[src/rtl/fetch_stage_if.sv]
// Fetch-stage bundle: redirect control, instruction-memory request/response,
// and the instruction handoff toward the read stage.
interface fetch_stage_if #(
    parameter int ADDR_WIDTH = 32
);
    logic                  fetch_en;
    logic                  redirect_valid;
    logic [ADDR_WIDTH-3:0] redirect_addr;
    logic                  mem_req_valid;
    logic                  mem_req_ready;
    logic [ADDR_WIDTH-3:0] mem_req_addr;
    logic                  mem_rsp_valid;
    logic [31:0]           mem_rsp_data;
    logic                  insn_valid;
    logic                  insn_ready;
    logic [ADDR_WIDTH-3:0] insn_addr;
    logic [31:0]           insn;

    modport master (
        input  fetch_en, redirect_valid, redirect_addr,
        input  mem_req_ready, mem_rsp_valid, mem_rsp_data,
        input  insn_ready,
        output mem_req_valid, mem_req_addr,
        output insn_valid, insn_addr, insn
    );

    modport slave (
        output fetch_en, redirect_valid, redirect_addr,
        output mem_req_ready, mem_rsp_valid, mem_rsp_data,
        output insn_ready,
        input  mem_req_valid, mem_req_addr,
        input  insn_valid, insn_addr, insn
    );
endinterface

[src/rtl/fetch_stage.sv]
// In-order instruction fetch with credit-limited request issue and redirect squash.
// Define FETCH_TRACE_EN to print delivered instructions and redirects in simulation.
module fetch_stage #(
    parameter int                    ADDR_WIDTH = 32,
    parameter logic [ADDR_WIDTH-1:0] RESET_ADDR = '0,
    parameter int                    DEPTH      = 4
) (
    input logic           clk,
    input logic           rst,
    fetch_stage_if.master bus
);
    localparam int PW = ADDR_WIDTH - 2;
    localparam int AW = $clog2(DEPTH);
    localparam int CW = AW + 1;
    localparam int SW = $clog2(2 * DEPTH) + 1;
    localparam logic [CW:0] CAP  = (CW+1)'(DEPTH);
    localparam logic [SW:0] SMAX = (SW+1)'(2 * DEPTH);

    logic [PW-1:0] pc;
    logic [PW-1:0] af_q [DEPTH];
    logic [AW-1:0] af_wp, af_rp;
    logic [CW-1:0] outstanding;
    logic [PW-1:0] bf_addr [DEPTH];
    logic [31:0]   bf_data [DEPTH];
    logic [AW-1:0] bf_wp, bf_rp;
    logic [CW-1:0] buffered;
    logic [SW-1:0] squash;

    logic          pop;
    logic          req_fire;
    logic          rsp_take;
    logic          rsp_drop;
    logic [CW:0]   used_after;
    logic [SW:0]   squash_sum;
    logic [SW-1:0] squash_redir;

    always_comb begin
        pop        = bus.insn_valid & bus.insn_ready;
        used_after = {1'b0, outstanding} + {1'b0, buffered}
                   - {{CW{1'b0}}, pop};
        req_fire   = bus.mem_req_valid & bus.mem_req_ready;
        rsp_take   = bus.mem_rsp_valid & (squash == '0)
                   & !bus.redirect_valid;
        rsp_drop   = bus.mem_rsp_valid & (squash != '0)
                   & !bus.redirect_valid;
        // any response landing in a redirect cycle is dropped against the total
        squash_sum = {1'b0, squash} + (SW+1)'(outstanding)
                   - (SW+1)'(bus.mem_rsp_valid);
        squash_redir = (squash_sum > SMAX) ? SMAX[SW-1:0]
                                           : squash_sum[SW-1:0];
    end

    assign bus.mem_req_valid = !rst & bus.fetch_en & !bus.redirect_valid
                             & (used_after < CAP);
    assign bus.mem_req_addr  = pc;
    assign bus.insn_valid    = (buffered != '0) & !bus.redirect_valid;
    assign bus.insn_addr     = bf_addr[bf_rp];
    assign bus.insn          = bf_data[bf_rp];

    always_ff @(posedge clk or posedge rst) begin
        if (rst) begin
            pc          <= RESET_ADDR[ADDR_WIDTH-1:2];
            af_wp       <= '0;
            af_rp       <= '0;
            bf_wp       <= '0;
            bf_rp       <= '0;
            outstanding <= '0;
            buffered    <= '0;
            squash      <= '0;
            for (int i = 0; i < DEPTH; i++) begin
                af_q[i]    <= '0;
                bf_addr[i] <= '0;
                bf_data[i] <= '0;
            end
        end else if (bus.redirect_valid) begin
            pc          <= bus.redirect_addr;
            af_wp       <= '0;
            af_rp       <= '0;
            bf_wp       <= '0;
            bf_rp       <= '0;
            outstanding <= '0;
            buffered    <= '0;
            squash      <= squash_redir;
        end else begin
            if (req_fire) begin
                pc          <= pc + PW'(1);
                af_q[af_wp] <= pc;
                af_wp       <= af_wp + AW'(1);
            end
            if (rsp_take) begin
                af_rp          <= af_rp + AW'(1);
                bf_addr[bf_wp] <= af_q[af_rp];
                bf_data[bf_wp] <= bus.mem_rsp_data;
                bf_wp          <= bf_wp + AW'(1);
            end
            if (rsp_drop) begin
                squash <= squash - SW'(1);
            end
            if (pop) begin
                bf_rp <= bf_rp + AW'(1);
            end
            outstanding <= outstanding + CW'(req_fire) - CW'(rsp_take);
            buffered    <= buffered + CW'(rsp_take) - CW'(pop);
        end
    end

    a_rsp_orphan: assert property (@(posedge clk) disable iff (rst)
        bus.mem_rsp_valid |-> (outstanding != '0 || squash != '0));

    a_buf_overflow: assert property (@(posedge clk) disable iff (rst)
        rsp_take |-> (buffered != CW'(DEPTH) || pop));

`ifdef FETCH_TRACE_EN
    always @(posedge clk) begin
        if (!rst && pop)
            $display("%4t FETCH: addr=%h op=%h", $time,
                     {bus.insn_addr, 2'b00}, bus.insn);
        if (!rst && bus.redirect_valid)
            $display("%4t FETCH: redirect to %h squash=%d", $time,
                     {bus.redirect_addr, 2'b00}, squash_redir);
    end
`else
`endif
endmodule

[src/flat_wrapper.sv]
// flat-port wrapper written by rule: the top's interface ports become plain ports
module fetch_stage_flat 
#(
    parameter int                    ADDR_WIDTH = 32,
    parameter logic [ADDR_WIDTH-1:0] RESET_ADDR = '0,
    parameter int                    DEPTH      = 4
)
  (clk, rst, bus_fetch_en, bus_redirect_valid, bus_redirect_addr, bus_mem_req_ready, bus_mem_rsp_valid, bus_mem_rsp_data, bus_insn_ready, bus_mem_req_valid, bus_mem_req_addr, bus_insn_valid, bus_insn_addr, bus_insn);
  fetch_stage_if #(.ADDR_WIDTH(ADDR_WIDTH)) bus_i ();
  input logic clk;
  input logic rst;
  input wire logic [$bits(bus_i.fetch_en)-1:0] bus_fetch_en;
  input wire logic [$bits(bus_i.redirect_valid)-1:0] bus_redirect_valid;
  input wire logic [$bits(bus_i.redirect_addr)-1:0] bus_redirect_addr;
  input wire logic [$bits(bus_i.mem_req_ready)-1:0] bus_mem_req_ready;
  input wire logic [$bits(bus_i.mem_rsp_valid)-1:0] bus_mem_rsp_valid;
  input wire logic [$bits(bus_i.mem_rsp_data)-1:0] bus_mem_rsp_data;
  input wire logic [$bits(bus_i.insn_ready)-1:0] bus_insn_ready;
  output wire logic [$bits(bus_i.mem_req_valid)-1:0] bus_mem_req_valid;
  output wire logic [$bits(bus_i.mem_req_addr)-1:0] bus_mem_req_addr;
  output wire logic [$bits(bus_i.insn_valid)-1:0] bus_insn_valid;
  output wire logic [$bits(bus_i.insn_addr)-1:0] bus_insn_addr;
  output wire logic [$bits(bus_i.insn)-1:0] bus_insn;
  assign bus_i.fetch_en = bus_fetch_en;
  assign bus_i.redirect_valid = bus_redirect_valid;
  assign bus_i.redirect_addr = bus_redirect_addr;
  assign bus_i.mem_req_ready = bus_mem_req_ready;
  assign bus_i.mem_rsp_valid = bus_mem_rsp_valid;
  assign bus_i.mem_rsp_data = bus_mem_rsp_data;
  assign bus_i.insn_ready = bus_insn_ready;
  assign bus_mem_req_valid = bus_i.mem_req_valid;
  assign bus_mem_req_addr = bus_i.mem_req_addr;
  assign bus_insn_valid = bus_i.insn_valid;
  assign bus_insn_addr = bus_i.insn_addr;
  assign bus_insn = bus_i.insn;
  fetch_stage #(.ADDR_WIDTH(ADDR_WIDTH), .RESET_ADDR(RESET_ADDR), .DEPTH(DEPTH)) u_core (.clk(clk), .rst(rst), .bus(bus_i));
endmodule
[config.mk]
export PLATFORM = sky130hd
export DESIGN_NAME = fetch_stage_flat
export DESIGN_NICKNAME = d
export VERILOG_FILES = /design/src/rtl/fetch_stage_if.sv /design/src/rtl/fetch_stage.sv /design/src/flat_wrapper.sv
export SDC_FILE = /design/constraint.sdc
export NUM_CORES = 1
export LEC_CHECK = 0
export CORE_ASPECT_RATIO = 2
export CORE_UTILIZATION = 40
export DETAILED_ROUTE_END_ITERATION = 8
export SLEW_MARGIN = 20
export SYNTH_ARGS = -nofsm -noshare
export SYNTH_HDL_FRONTEND = slang
export SYNTH_SLANG_ARGS = --single-unit
[constraint.sdc]
create_clock -name clk -period 32.3 [get_ports clk]
set_input_delay 4.845 -clock clk [delete_from_list [all_inputs] [get_ports clk]]
set_output_delay 4.845 -clock clk [all_outputs]
set_load 0.005 [all_outputs]
* After elaboration in Yosys (flattened, before gate mapping)
Index checks and enable logic that the tools add are counted.
Operators by class: $add $sub $neg 14, multipliers 0, divide/modulo/power cells 0, order comparisons 8, equal/unequal tests 0, shift-type cells 0, multiplexer cells 33, bitwise logic cells 15, reduce and logical (&&, ||, !) cells 13
Operator list (number):
- $bwmux W120 | 2
- $mux W30 | 8
- $bwmux W128 | 1
- $bmux W30 S2 | 2
- $demux W30 S2 | 2
- $mux W32 | 3
- $bmux W32 S2 | 1
- $demux W32 S2 | 1
- $add A30 B1 Y30 const B | 1
- $mux W2 | 8
- $ge A3 B3 Y1 const B | 4
- $mux W4 | 3
- $not A2 Y3 | 4
- $and A1 B1 Y1 | 10
- $add A2 B1 Y2 const B | 4
- $reduce_bool A2 Y1 | 4
- $add A3 B1 Y3 | 2
- $lt A3 B1 Y1 const B | 2
- $mux W3 | 2
- $sub A3 B1 Y3 | 2
- $add A4 B3 Y5 | 1
- $gt A5 B4 Y1 const B | 1
- $sub A5 B1 Y5 | 1
- $add A3 B3 Y4 | 1
- 10 further kinds | 13
Storage, ports and cells: bits in registers 416, latch bits 0, bits in writable memories 0, memory bits (read-only) 0, input bits 69, output and inout port bits 94, logic and storage cells 103, memories kept 0

* Longest topological paths before layout
Gate-level depths: netlist of the first run.
depth in word-level cells 10, mapped depth 20, gate-level depth less buffers 16

* Least setup slack after synthesis of the first run
Ideal clock, no wire load.
path type in2out, from in bus_redirect_valid, to out bus_mem_req_valid, arrival 6863 ps, required time 27455 ps, path slack 20592 ps, stages on the path 10, path buffers 3, cell sequence clkbuf_1 -> buf_1 -> buf_1 -> nor2_1 -> ha_1 -> inv_1 -> ha_1 -> and3b_1 -> or3_1 -> a21oi_1
Between the ends: longest elaborated chain between the ends 6, elaborated cells between the ends (all ways) 7, classes of those cells add/sub (1); order compare (1); bitwise (4); reduce/logical (1)
Ends and longest elaborated chain:
- start, declared | RTL line flat_wrapper.sv:13 | input wire logic [$bits(bus_i.redirect_valid)-1:0] bus_redirect_valid;
- $logic_not A1 Y1 (*) | RTL line fetch_stage.sv:53, fetch_stage.sv:56
- $and A1 B1 Y1 | RTL line fetch_stage.sv:56 | assign bus.insn_valid = (buffered != '0) & !bus.redirect_valid;
- $and A1 B1 Y1 | RTL line fetch_stage.sv:38 | pop = bus.insn_valid & bus.insn_ready;
- $sub A4 B1 Y4 | RTL line fetch_stage.sv:40 | - {{CW{1'b0}}, pop};
- $lt A4 B3 Y1 | RTL line fetch_stage.sv:54 | & (used_after < CAP);
- $and A1 B1 Y1 (*) | RTL line fetch_stage.sv:54
- end, declared | RTL line flat_wrapper.sv:19 | output wire logic [$bits(bus_i.mem_req_valid)-1:0] bus_mem_req_valid;
Mark *: on every way between the ends. The rest lies on a longest branch, timed or not.

* Final worst setup path of the first run
from in bus_insn_ready, to out bus_mem_req_valid
Between the ends: longest elaborated chain between the ends 4
Ends and longest elaborated chain:
- start, declared | RTL line flat_wrapper.sv:18 | input wire logic [$bits(bus_i.insn_ready)-1:0] bus_insn_ready;
- $and A1 B1 Y1 | RTL line fetch_stage.sv:38
- $sub A4 B1 Y4 | RTL line fetch_stage.sv:40
- $lt A4 B3 Y1 | RTL line fetch_stage.sv:54
- $and A1 B1 Y1 | RTL line fetch_stage.sv:54
Every way passes these cells.

==> summary.md, run 1 <==
| Metric | Value |
|---|---|
| Outcome | finished, final reports clean |
| Detail Route Antenna Nets | 0 |
| Yosys cell types | 56 |
| CP Capture Type | primary output |
| CTS Buf Count | 40 |
| Sequential Power Share | 0.414 |
| Crit Path Class | in2out |
| FP Rows | 113 |
| Slowest stage delay, CP | 520 ps |
| Ys async rst share | 1.000 |
| Final Cycle Share | 0.3739 |
| Clock skew | 17.53 ps |
| Mapped Area | 19,240 µm² |
| Core footprint | 47,510 µm² |
| Comb pwr share | 0.292 |
| Vias in the first global route | 12,410 |
| DRT Wirelength | 44.13 mm |
| First-pass GRT wire length | 70.61 mm |
| Number of flops mapped to enable cells by yosys | 0 |
| Port buffer count | 162 |
| Clock slew at reported path FFs | 60 ps |
| Setup TNS Final | 0 ps |
| Ys Warns | 0 |
| Slew HR | 0.2456 |
| CP max FO | 3 |
| Syn avg cell area | 15.11 µm² |
| Seq. cell area | 10,420 µm² |
| PwrDens | 74.68 nW/µm² |
| Grt total ovfl | 0 |
| Unrepaired setup endpoints after global routing | no |
| HP Class | reg2reg |
| Die W | 157.1 µm |
| Crit-path cells | clkdlybuf4s50_1, nand2b_1, nor2_1, ha_1, inv_1, ha_1, and3b_1, or3_1, a21oi_1, clkdlybuf4s50_1 |
| WL/cell | 21.35 µm |
| DRT iter0 DRCs | 434 |
| Starting density of the core | 0.4051 |
| Syn Nets | 1,373 |
| CP required | 27,450 ps |
| Filler Cells Inserted | 4,244 |
| Largest net degree at the start of global routing | 123 |
| Post-CTS setup buffer count | 0 |
| CTS Root Cell | clkbuf_16 |
| Drt first pass iters | 5 |
| Arrival time worst endpoint | 7230 ps |
| Resized cells post-CTS | 0 |
| Placed cell count | 1,997 |
| F_max | 0.08280 GHz |
| Fin. max-slew vios | 0 |
| Sw Share | 0.2779 |
| Switching pwr | 469.8 µW |
| Multi-input combinational cell area | 8140 µm² |
| Final min period | 12,080 ps |
| H-Tree Depth | 2 |
| Tot Pwr | 1690 µW |
| Max clock buf depth | 3 |
| CTS tree | done |
| Worst setup SP type | primary input |
| Area grow syn2layout | 17.62% |
| Worst vdd ir | 0.05013 mV |
| Leak pwr | 0.01046 µW |
| Vias | 11,330 |
| Least-Margin Pin Slew | 1132 ps |
| Initial antenna violation count | 0 |
| Die Ht | 312.2 µm |
| Leading register cell type out of synthesis | dfrtp_1 |
| Non-filler cells in the finished layout | 2,067 |
| Clock power share | 0.294 |
| Ant diodes | 0 |
| Residual DRC | 0 |
| Detailed placement HPWL | 27.25 mm |
| Hold-fix buffers at CTS | 0 |
| Net count, final | 1,506 |
| DIE AREA | 49,050 µm² |
| Sequential area share after synthesis | 0.5409 |
| # IOs | 163 |
| CTS sink cnt | 416 |
| Final-report setup violation count | 0 |
| Gp weighted congestion | 0.7618 |
| Layout cell share with drive strength beyond 1 | 0.3882 |
| Syn Inst Count | 1,274 |
| Seq cells post-synth | 416 |
| Vias per cell | 5.482 |
| Maxcap violations | 0 |
| Internal Pwr Total | 1221 µW |
| Slowest stage cell, crit path | clkdlybuf4s50_1 |
| Clk_lat worst skew | 550 ps |
| Overall Global Routing Usage | 0.1864 |
| Fin. Hold Viols | 0 |
final timing paths:
| kind | from | end | slack, ps | depth (start not counted) |
|---|---|---|---|---|
| max | bus_insn_ready | bus_mem_req_valid | 20220 | 10 |
| min | u_core.bf_data[63]$_DFFE_PP0P_ | u_core.bf_data[63]$_DFFE_PP0P_ | 500 | 1 |
| max reg2reg | u_core.buffered[2]$_DFF_PP0_ | u_core.af_q[115]$_DFFE_PP0P_ | 27980 | 13 |
| min reg2reg | u_core.bf_data[63]$_DFFE_PP0P_ | u_core.bf_data[63]$_DFFE_PP0P_ | 500 | 1 |
| max in group asynchronous | rst | u_core.bf_data[92]$_DFFE_PP0P_ | 25070 | 4 |
| min in group asynchronous | rst | u_core.af_q[81]$_DFFE_PP0P_ | 4890 | 2 |
flip-flops by register name, summed over array words and instances (netlist names):
register and flops:
u_core.af_rp 2, u_core.bf_addr 120, u_core.bf_data 128, u_core.buffered 3, u_core.bf_wp 2, u_core.bus.mem_req_addr 30, u_core.outstanding 3, u_core.af_wp 2
u_core.squash 4, u_core.bf_rp 2, u_core.af_q 120
synth_stat cells, drive strengths merged, types with 12 or more instances:
library cell / instances / area [µm²]
dfrtp: 416 / 10410
ha: 27 / 337.8
mux4: 92 / 2072
nand3: 16 / 80.08
inv: 44 / 165.2
nand2: 37 / 148.9
buf: 64 / 479.2
clkbuf: 21 / 81.33
mux2: 371 / 4178
xnor2: 12 / 105.1
nor3: 15 / 86.34
nor2: 26 / 97.59
a21oi: 13 / 65.06
a221o: 13 / 130.1
power groups by stage:
stage	Combinational, µW	Sequential, µW	Clock, µW
after floorplan	336	671	0
after global placement	492	704	0
after detailed placement	504	712	0
after CTS	505	703	514
after global routing	539	717	529
final	493	700	497
critical path: cells and delay by family:
family                   cells  cell delay, ps
AND/OR/NAND/NOR              4             720
AO/OA/AOI/OAI                1             160
adder cells (fa/ha/maj)      2             460
buffers and inverters        3            1050
layout by cell type, fill, tap and decap left out, types with 4 or more instances in the layout:
master           Yosys  final
mux2_2             371    371
clkbuf_16            0     42
nand2_2              4      4
o31a_1               6      5
nand3_1             16     16
or3_1                6      6
a22oi_1              4      4
ha_1                27     27
a21oi_1             13     13
or4_1                5      5
nand4_1             10     10
a221o_1             13     13
o211ai_1             7      7
o21ai_0             10     10
o21bai_1             4      4
xnor2_1             12     12
bufinv_16            0      5
clkdlybuf4s50_1      0    161
mux4_2              92     92
buf_4                3     12
nor2b_1              5      5
nor4_1               6      6
nor3_1              14     14
a21o_1              11     11
clkbuf_8             0      7
nand2_1             33     29
nand2_4              0      4
clkbuf_1            19     11
nor2_1              26     26
inv_1               43     42
dfrtp_1            416    413
cell type report:
type | count | area share
timing repair buffer | 176 | 0.07639
clock inverter | 10 | 0.008623
sequential | 416 | 0.4603
multi-input combinational | 729 | 0.3596
clock buffer | 60 | 0.05251
inverter | 44 | 0.007628
tap | 632 | 0.03493
kinds of logic after synthesis:
family,Yosys count,synth area share
mux,465,0.3258
flops,416,0.5409
simple gates,141,0.03830
buf+inv,129,0.03771
compound gates,78,0.02978
fa+ha+maj,30,0.02067
xor+xnor,15,0.006827
stage by stage:
step	setup WS [ps]	hold slack (ps)	cell area, µm²	utilization
global placement	20180	481.4	21240	0.4472
finish	20220	498.6	22640	0.4765
CTS	20200	501.9	22630	0.4763
global route	20080	503.2	22640	0.4765
detailed placement	20220	487.7	21240	0.4472
floorplan	15880	473.8	19240	-
metal layers:
| layer | up-vias | global-route usage | routed length [µm] |
|---|---|---|---|
| li1 | 4965 | - | - |
| met1 | 6023 | 0.2221 | 17660 |
| met5 | - | 0 | 0 |
| met3 | 65 | 0.02177 | 1572 |
| met4 | 0 | 0.06884 | 1313 |
| met2 | 278 | 0.3398 | 23590 |
No activity file was read; power rests on OpenSTA's default activity.
==> inputs of run 2 (changes only) <==
==> constraint.sdc (replaced) <==
create_clock -name clk -period 11.05 [get_ports clk]
set_input_delay 1.6575 -clock clk [delete_from_list [all_inputs] [get_ports clk]]
set_output_delay 1.6575 -clock clk [all_outputs]
set_load 0.005 [all_outputs]
==> run 2 against run 1 <==
Against the previous run:
- clock-buffer cell count increased by 5
- total power increased to 2.9 times the previous value
- first-iteration DRC count decreased by 11%
- non-clock buffer count increased by 3
- sequential share of layout area increased by 0.12 points
- critical path type unchanged
==> summary.md, run 2 (synthesized netlist as in run 1, its figures left out) <==
| Metric | Value |
|---|---|
| F_max | 0.1738 GHz |
| Die Ht | 312.2 µm |
| WL/cell | 20.82 µm |
| Least-Margin Pin Slew | 1101 ps |
| PwrDens | 215.6 nW/µm² |
| CTS Root Cell | clkbuf_16 |
| Commonest non-fill, non-tap cell in the layout | dfrtp_1 |
| Worst setup SP type | primary input |
| Starting density of the core | 0.4051 |
| Hold EP | u_core.bf_addr[21]$_DFFE_PP0P_ |
| Worst R2R End | u_core.af_q[13]$_DFFE_PP0P_ |
| Crit Path Class | in2out |
| Residual DRC | 0 |
| Max clock buf depth | 3 |
| # IOs | 163 |
| CTS Buf Count | 40 |
| Reg2reg start | u_core.buffered[2]$_DFF_PP0_ |
| DP Worst Slack | 5325 ps |
| CP required | 9390 ps |
| Slew HR | 0.2659 |
| Ant diodes | 0 |
| Reg2Reg Depth | 13 |
| Vias per cell | 5.393 |
| Final Cycle Share | 0.5208 |
| Fin. max-slew vios | 0 |
| Worst setup margin | 5295 ps |
| Most frequent cells in the layout | 413 x dfrtp_1, 371 x mux2_2, 161 x clkdlybuf4s50_1 |
| Biggest regs | u_core.bf_data (128), u_core.af_q (120), u_core.bf_addr (120) |
| Register with the most flip-flops | u_core.bf_data |
| Largest net degree at the start of global routing | 83 |
| Net count, final | 1,509 |
| Arrival time worst endpoint | 4100 ps |
| DIE AREA | 49,050 µm² |
| Vias in the first global route | 12,360 |
| Clock slew at reported path FFs | 60 ps |
| CTS tree | done |
| Unrepaired setup endpoints after global routing | no |
| Outcome | finished, final reports clean |
| Setup TNS Final | 0 ps |
| Clock skew | 23.65 ps |
| Post-CTS setup buffer count | 0 |
| Area grow syn2layout | 17.32% |
| Final-report setup violation count | 0 |
| HP Class | reg2reg |
| Hold depth | 1 |
| First-pass GRT wire length | 69.45 mm |
| Clk_lat worst skew | 550 ps |
| Gp weighted congestion | 0.7658 |
| Layout cell share with drive strength beyond 1 | 0.3893 |
| Grt total ovfl | 0 |
| Leak pwr | 0.01045 µW |
| Final min period | 5755 ps |
| DRT Wirelength | 43.17 mm |
| Hold-fix buffers at CTS | 0 |
| Largest register FFs | 128 |
| Drt first pass iters | 4 |
| Worst vdd ir | 0.1257 mV |
| Initial antenna violation count | 0 |
| Overall Global Routing Usage | 0.1845 |
| CP max FO | 3 |
| CTS sink cnt | 416 |
| Hold Slack | 499.8 ps |
| R2R Setup Slk | 6790 ps |
| HP Start | u_core.bf_addr[21]$_DFFE_PP0P_ |
| FP Rows | 113 |
| Maxcap violations | 0 |
| DRT iter0 DRCs | 387 |
| Die W | 157.1 µm |
| Fin. Hold Viols | 0 |
| Detail Route Antenna Nets | 0 |
| CP Capture Type | primary output |
| Port buffer count | 162 |
| H-Tree Depth | 2 |
| Resized cells post-CTS | 0 |
| Vias | 11,180 |
| Core footprint | 47,510 µm² |
| Detailed placement HPWL | 27.34 mm |
==> run 2: cell count changes in the layout (fill, tap and decap cells not counted) <==
cell | previous run | this run
clkbuf_1 | 11 | 12
o31a_2 | 1 | 0
clkinv_8 | 1 | 0
clkinv_4 | 0 | 1
clkbuf_8 | 7 | 12
bufinv_16 | 5 | 1
buf_6 | 2 | 1
buf_4 | 12 | 16
o31a_1 | 5 | 6
inv_6 | 0 | 2
clkinv_2 | 2 | 4
clkbuf_16 | 42 | 41
inv_8 | 2 | 0
==> run 2: where the power goes <==
| group | internal [µW] | switching (µW) |
|---|---|---|
| registers | 1820 | 230 |
| clock network | 791 | 585 |
| logic | 882 | 558 |
| total | 3500 | 1370 |
==> run 2: worst max path at each step <==
stage / start / to / slack (ps)
floorplan: rst / u_core.af_q[0]$_DFFE_PP0P_ / 3780
global placement: bus_insn_ready / bus_mem_req_valid / 5310
detailed placement: bus_insn_ready / bus_mem_req_valid / 5330
CTS: bus_insn_ready / bus_mem_req_valid / 5300
global route: bus_insn_ready / bus_mem_req_valid / 5160
finish: bus_insn_ready / bus_mem_req_valid / 5300
==> run 2: layer usage <==
metal	global-route usage	wire length, µm
met1	0.2182	17170
met2	0.3420	23520
met3	0.02177	1360
met4	0.05936	1117
met5	0	0
==> run 2: per-stage QoR <==
stage          total power (µW)  utilization  instance area (µm²)  cells
3_3_place_gp               3504       0.4476                21260   2000
4_1_cts                    4958       0.4752                22570   2073
2_1_floorplan              2944            -                19250   1274
5_1_grt                    5151       0.4753                22580   2073
6_report                   4868       0.4753                22580   2073
3_5_place_dp               3558       0.4476                21260   2000
==> run 2: cell type report <==
class / count / area, µm²
Fill cell: 4248 / 24930
Sequential cell: 416 / 10420
Multi-Input combinational cell: 729 / 8139
Timing Repair Buffer: 179 / 1748
Clock buffer: 65 / 1236
Tap cell: 632 / 790.8
Inverter: 44 / 168.9
Clock inverter: 8 / 76.32
==> run 2: worst max-delay path, stage by stage <==
cell             delay [ps]
clkdlybuf4s50_1         510
nand2b_1                110
nor2_1                  160
ha_1                    160
inv_1                    40
ha_1                    290
and3b_1                 180
or3_1                   300
a21oi_1                 160
clkdlybuf4s50_1         520
